**config.mk**
```make
export PLATFORM = sky130hd
export DESIGN_NAME = irq_timer_gen
export DESIGN_NICKNAME = d
export VERILOG_FILES = /design/src/rtl/utils_pkg.sv /design/src/rtl/irqt_sync.sv /design/src/rtl/irq_timer_gen.sv
export SDC_FILE = /design/constraint.sdc
export NUM_CORES = 1
export LEC_CHECK = 0
export CAP_MARGIN = 15
export CORE_MARGIN = 2
export CORE_UTILIZATION = 61
export CTS_CLUSTER_SIZE = 24
export DETAILED_ROUTE_END_ITERATION = 12
export GPL_TIMING_DRIVEN = 0
export PLACE_DENSITY = 0.86
export SLEW_MARGIN = 20
export SYNTH_ARGS = -nofsm -noshare
export SYNTH_HDL_FRONTEND = slang
export SYNTH_SLANG_ARGS = --single-unit
```
**constraint.sdc**
```tcl
create_clock -name clk -period 8.1 [get_ports clk]
set_input_delay 1.215 -clock clk [delete_from_list [all_inputs] [get_ports clk]]
set_output_delay 1.215 -clock clk [all_outputs]
set_load 0.05 [all_outputs]
```
**src/rtl/utils_pkg.sv**
```systemverilog
// Shared types and constants for the machine interrupt sources and the CSR trap logic.
// Holds the interrupt bundle, the timer register offsets and a byte-strobe merge helper.
package utils_pkg;

   typedef struct packed {
      logic ext_irq;
      logic sw_irq;
      logic timer_irq;
   } s_irq_t;

   localparam logic [31:0] IRQT_MTIME_LO    = 32'h00;
   localparam logic [31:0] IRQT_MTIME_HI    = 32'h04;
   localparam logic [31:0] IRQT_MTIMECMP_LO = 32'h08;
   localparam logic [31:0] IRQT_MTIMECMP_HI = 32'h0C;
   localparam logic [31:0] IRQT_MSIP        = 32'h10;
   localparam logic [31:0] IRQT_PRESC       = 32'h14;

   typedef enum logic {
      IRQT_IDLE,
      IRQT_RESP
   } irqt_fsm_t;

   // Replace only the strobed bytes of old_val with the matching bytes of wdata.
   function automatic logic [31:0] irqt_apply_wstrb(input logic [31:0] old_val,
                                                    input logic [31:0] wdata,
                                                    input logic [3:0]  wstrb);
      logic [31:0] merged;
      merged = old_val;
      for (int i = 0; i < 4; i++) begin
         if (wstrb[i]) begin
            merged[8*i +: 8] = wdata[8*i +: 8];
         end
      end
      return merged;
   endfunction

endpackage

```
**src/rtl/irqt_sync.sv**
```systemverilog
// Multi-flop synchroniser for an asynchronous level input; output resets low.
module irqt_sync #(
   parameter int STAGES = 2
) (
   input  logic clk,
   input  logic rst,
   input  logic d,
   output logic q
);

   logic [STAGES-1:0] sync_reg;

   always_ff @(posedge clk or negedge rst) begin
      if (!rst) begin
         sync_reg <= '0;
      end else begin
         sync_reg <= {sync_reg[STAGES-2:0], d};
      end
   end

   assign q = sync_reg[STAGES-1];

endmodule

```
**src/rtl/irq_timer_gen.sv**
```systemverilog
// Memory-mapped mtime/mtimecmp timer, MSIP software interrupt and synchronised external
// interrupt, presented to the CSR block as one s_irq_t bundle.
module irq_timer_gen
   import utils_pkg::*;
#(
   parameter int          ADDR_W        = 5,
   parameter logic [31:0] PRESCALER_RST = 32'd0,
   parameter int          SYNC_STAGES   = 2
) (
   input  logic              clk,
   input  logic              rst,
   input  logic              req_valid_i,
   output logic              req_ready_o,
   input  logic              req_we_i,
   input  logic [ADDR_W-1:0] req_addr_i,
   input  logic [31:0]       req_wdata_i,
   input  logic [3:0]        req_wstrb_i,
   output logic              resp_valid_o,
   input  logic              resp_ready_i,
   output logic [31:0]       resp_rdata_o,
   output logic              resp_err_o,
   input  logic              ext_irq_i,
   output s_irq_t            irq_o
);

   irqt_fsm_t   state_reg;
   logic        req_ready_reg;
   logic        resp_valid_reg;
   logic        resp_err_reg;
   logic [31:0] resp_rdata_reg;

   logic [63:0] mtime_reg, mtime_next;
   logic [63:0] mtimecmp_reg, mtimecmp_next;
   logic        msip_reg, msip_next;
   logic [31:0] presc_reg, presc_next;
   logic [31:0] presc_cnt_reg, presc_cnt_next;
   logic [31:0] shadow_hi_reg, shadow_hi_next;
   logic        timer_irq_reg;
   logic        ext_irq_sync;

   logic [31:0] addr_ext;
   logic [31:0] rd_data;
   logic        accept, addr_err, wr_en, rd_en, wr_any, tick;

   assign addr_ext = 32'(req_addr_i);
   assign accept   = (state_reg == IRQT_IDLE) && req_valid_i;
   assign addr_err = (addr_ext[1:0] != 2'b00) || (addr_ext > IRQT_PRESC);
   assign wr_en    = accept && req_we_i && !addr_err;
   assign rd_en    = accept && !req_we_i && !addr_err;
   assign wr_any   = wr_en && (req_wstrb_i != 4'b0000);
   assign tick     = (presc_cnt_reg == presc_reg);

   always_comb begin
      rd_data = '0;
      case (addr_ext)
         IRQT_MTIME_LO:    rd_data = mtime_reg[31:0];
         IRQT_MTIME_HI:    rd_data = shadow_hi_reg;
         IRQT_MTIMECMP_LO: rd_data = mtimecmp_reg[31:0];
         IRQT_MTIMECMP_HI: rd_data = mtimecmp_reg[63:32];
         IRQT_MSIP:        rd_data = {31'b0, msip_reg};
         IRQT_PRESC:       rd_data = presc_reg;
         default:          rd_data = '0;
      endcase
   end

   // A software write to either mtime half replaces the tick for that cycle.
   always_comb begin
      mtime_next     = tick ? mtime_reg + 64'd1 : mtime_reg;
      mtimecmp_next  = mtimecmp_reg;
      msip_next      = msip_reg;
      presc_next     = presc_reg;
      presc_cnt_next = tick ? 32'd0 : presc_cnt_reg + 32'd1;
      shadow_hi_next = shadow_hi_reg;
      if (rd_en && (addr_ext == IRQT_MTIME_LO)) begin
         shadow_hi_next = mtime_reg[63:32];
      end
      if (wr_any) begin
         case (addr_ext)
            IRQT_MTIME_LO:
               mtime_next = {mtime_reg[63:32],
                             irqt_apply_wstrb(mtime_reg[31:0], req_wdata_i, req_wstrb_i)};
            IRQT_MTIME_HI:
               mtime_next = {irqt_apply_wstrb(mtime_reg[63:32], req_wdata_i, req_wstrb_i),
                             mtime_reg[31:0]};
            IRQT_MTIMECMP_LO:
               mtimecmp_next[31:0] = irqt_apply_wstrb(mtimecmp_reg[31:0], req_wdata_i, req_wstrb_i);
            IRQT_MTIMECMP_HI:
               mtimecmp_next[63:32] = irqt_apply_wstrb(mtimecmp_reg[63:32], req_wdata_i, req_wstrb_i);
            IRQT_MSIP: begin
               if (req_wstrb_i[0]) begin
                  msip_next = req_wdata_i[0];
               end
            end
            IRQT_PRESC: begin
               presc_next     = irqt_apply_wstrb(presc_reg, req_wdata_i, req_wstrb_i);
               presc_cnt_next = 32'd0;
            end
            default: ;
         endcase
      end
   end

   always_ff @(posedge clk or negedge rst) begin
      if (!rst) begin
         mtime_reg     <= '0;
         mtimecmp_reg  <= '1;
         msip_reg      <= 1'b0;
         presc_reg     <= PRESCALER_RST;
         presc_cnt_reg <= '0;
         shadow_hi_reg <= '0;
         timer_irq_reg <= 1'b0;
      end else begin
         mtime_reg     <= mtime_next;
         mtimecmp_reg  <= mtimecmp_next;
         msip_reg      <= msip_next;
         presc_reg     <= presc_next;
         presc_cnt_reg <= presc_cnt_next;
         shadow_hi_reg <= shadow_hi_next;
         timer_irq_reg <= (mtime_reg >= mtimecmp_reg);
      end
   end

   always_ff @(posedge clk or negedge rst) begin
      if (!rst) begin
         state_reg      <= IRQT_IDLE;
         req_ready_reg  <= 1'b1;
         resp_valid_reg <= 1'b0;
         resp_rdata_reg <= '0;
         resp_err_reg   <= 1'b0;
      end else begin
         case (state_reg)
            IRQT_IDLE: begin
               if (req_valid_i) begin
                  state_reg      <= IRQT_RESP;
                  req_ready_reg  <= 1'b0;
                  resp_valid_reg <= 1'b1;
                  resp_rdata_reg <= rd_en ? rd_data : 32'd0;
                  resp_err_reg   <= addr_err;
               end
            end
            IRQT_RESP: begin
               if (resp_ready_i) begin
                  state_reg      <= IRQT_IDLE;
                  req_ready_reg  <= 1'b1;
                  resp_valid_reg <= 1'b0;
                  resp_rdata_reg <= '0;
                  resp_err_reg   <= 1'b0;
               end
            end
            default: state_reg <= IRQT_IDLE;
         endcase
      end
   end

   irqt_sync #(
      .STAGES(SYNC_STAGES)
   ) u_ext_sync (
      .clk(clk),
      .rst(rst),
      .d  (ext_irq_i),
      .q  (ext_irq_sync)
   );

   assign req_ready_o  = req_ready_reg;
   assign resp_valid_o = resp_valid_reg;
   assign resp_rdata_o = resp_rdata_reg;
   assign resp_err_o   = resp_err_reg;
   assign irq_o        = {ext_irq_sync, msip_reg, timer_irq_reg};

endmodule

```
==> impl_metrics.yaml <==
power_and_ir_drop:
  p_sw_mw: 1.01
  p_leak_nw: 7.21
  p_clk_share_pct: 39.7
  switching_share_pct: 29.9
  p_per_area_nw_per_um2: 200
  internal_power_mw: 2.37
  vdd_drop_max_v: 0.000153
  pwr-share-comb_pct: 16.3
  power_frac_seq_pct: 43.9
critical_path:
  crit_type: "input port to register"
  cp-end-kind: "register"
  arrival_ns: 4.86
  cp_max_fo: 8
  rr_worst_depth: 8
  worstSetupStartpointType: "input port"
  crit_path_start: "req_addr_i[1]"
  regToRegStartpoint: "presc_reg[19]$_DFFE_PN0P_"
  worst_ep_required_time_ns: 8.53
clock_network:
  cts_made_buffers: 28
  path_clk_slew_ns: 0.06
  htreeDepth: 1
  cts_tree: "done"
  hold_buffers: 0
  cts.sink_count: 264
  cts_resized: 0
  post_cts_buffers: 0
  clock_latency_ns: 0.56
  cts_max_path_buffers: 3
  cts_root_buf: "clkbuf_16"
synthesis:
  syn_avg_cell_area_sq_um: 9.86
  ys.flop_type: "dfrtp_1"
  syn_inst: 1480
  syn_area_sq_um: 14600
  synth-edff-count: 0
  synthesis.nets: 1593
  synth_top_area_share_pct: 34.1
  yosysSeqAreaShare_pct: 45.8
  yosysTopAreaCell: "dfrtp_1"
  synth_area_leaders: "dfrtp_1, dfstp_2, mux2_2"
  ys_types: 71
  async_reset_ff_share_pct: 100
  ys_warn_count: 0
  ys_ff_latch: 264
global_route:
  gr-usage-all-layers_pct: 38.1
  overflow: 0
  grt_pass1_vias: 12800
  grt_max_degree: 89
  grt_antenna_before_repair: 0
  grt_first_pass_wirelength_mm: 72.2
sta:
  worst_pin_slew_ns: 1.20
  maxSlewHeadroom_pct: 19.6
  finalCritPeriodShare_pct: 54.7
  post-route-min-period_ns: 4.43
  fmax_ghz: 0.226
  skew_ns: 0.0201
  hold_viol_final: 0
  setup_violations: 0
  worst_slack_ns: 3.67
  report.final.slew_viol_count: 0
  rsz0062_at_grt: "false"
  holdWs_ns: 0.353
routing:
  wirelength_mm: 47.6
  ant_nets: 0
  drt-pass1-iter-count: 10
  via_per_inst: 6.87
  via_count: 13300
  drc_errors: 0
  drt_iter0_drc: 1884
  wl_per_cell_microns: 24.6
placement:
  port_buffers: 80
  detailed_place_hpwl_mm: 34.8
  post-place-ws_ns: 3.27
  routabilityCongestion: 1.04
die:
  die_h_microns: 159
  die-area_sq_um: 25200
  die_x_microns: 159
  start_util_pct: 62.2
  design.core.area_sq_um: 23500
  ios: 85
  fp-row-count: 56
run_status:
  status: "finished clean"
worst_hold_path:
  hold_class: "register to register"
  hold_depth: 0
  min-delay-start: "u_ext_sync.sync_reg[0]$_DFF_PN0_"
finish:
  n_antenna_cell: 0
  nets: 1706
  final_cell_mix: "dfrtp_1, nand2_1, nor2_1"
  synthToLayoutAreaGrowth_pct: 15.4
  drive_above_1_share_pct: 13.3
  final_common_cell: "dfrtp_1"
job:
  cap_violations: 0
## metal layers
layer	track usage [%]	up-vias	part of all wire [%]
met5	0	-	0
met4	17.1	0	5.0
met3	9.74	173	12
met2	59.5	856	45
met1	50.2	6536	38
li1	-	5727	-
## worst paths after layout
kind	endpoint	slack [ns]
max	presc_reg[21]$_DFFE_PN0P_	3.67
min	u_ext_sync.sync_reg[1]$_DFF_PN0_	0.35
max reg2reg	mtime_reg[24]$_DFFE_PN0P_	3.96
min reg2reg	u_ext_sync.sync_reg[1]$_DFF_PN0_	0.35
max in group asynchronous	mtimecmp_reg[20]$_DFFE_PN1P_	6.50
min in group asynchronous	mtime_reg[34]$_DFFE_PN0P_	0.49
## per-stage QoR
step / instance area [sq um] / total power, mW / std cells / utilization, % / setup TNS, ns
after floorplan: 14600 / 1.79 / 1480 / - / 0
after global placement: 15800 / 2.00 / 1879 / 67.3 / -1165.27
after detailed placement: 15900 / 2.03 / 1882 / 67.6 / 0
after CTS: 16800 / 3.36 / 1934 / 71.7 / 0
after global routing: 16800 / 3.48 / 1934 / 71.7 / 0
final: 16800 / 3.38 / 1934 / 71.7 / 0
## worst max-delay path: stages
cell and delay (ns):
clkdlybuf4s50_1 0.41, or2_1 0.23, clkbuf_1 0.17, nor3b_1 0.95
inv_1 0.19, nor3_1 0.72, nand2_1 0.55, mux2_2 0.42
## power by group through the flow
| stage | sequential [mW] | combinational, mW | clock [mW] |
|---|---|---|---|
| after floorplan | 1.49 | 0.302 | 0 |
| final | 1.48 | 0.550 | 1.34 |
| after global routing | 1.49 | 0.591 | 1.40 |
| after global placement | 1.49 | 0.509 | 0 |
| after detailed placement | 1.50 | 0.530 | 0 |
| after CTS | 1.48 | 0.535 | 1.34 |
## cells in the mapped netlist, types with 3 or more instances
cell type    n
nand2_1    135
o32ai_1      3
a22o_1      32
or4_1        3
inv_1       84
dfrtp_1    199
buf_2        4
o31ai_1      9
o41ai_1      3
a211oi_1    29
xnor2_1     45
a21oi_1     79
nor4_1      20
nor3_1      35
o221a_2      5
and2_1       3
a222oi_1    31
and4_1       9
dfstp_2     65
mux2_1       8
o22ai_1      6
buf_1        3
clkbuf_1    67
o211ai_1     9
a211o_1      4
nand4_1     37
nor2_1     123
nor2b_1      7
mux2_2      85
and3_1      21
buf_4        3
a221oi_1    35
o21bai_1     3
ha_1        66
xor2_1      21
or4b_1       3
nor3b_1      4
o21ai_1      5
o21ai_0     67
nand3_1     44
a311oi_1    13
or3_1        5
o21a_1       6
## final cells by class
class,instances,area (sq um)
Clock buffer,44,842
Inverter,85,319
Sequential cell,264,6690
Buffer,77,305
Multi-Input combinational cell,1054,7280
Timing Repair Buffer,83,888
Clock inverter,8,115
Fill cell,1730,6640
Tap cell,319,399
## cells by family after synthesis
family	Yosys count	synth area share (%)
simple gates	463	15.2
buf+inv	162	4.28
mux	95	7.32
compound gates	364	17.7
flops	264	45.8
xor+xnor	66	3.96
fa+ha+maj	66	5.66
No activity file was read; power rests on OpenSTA's default activity.
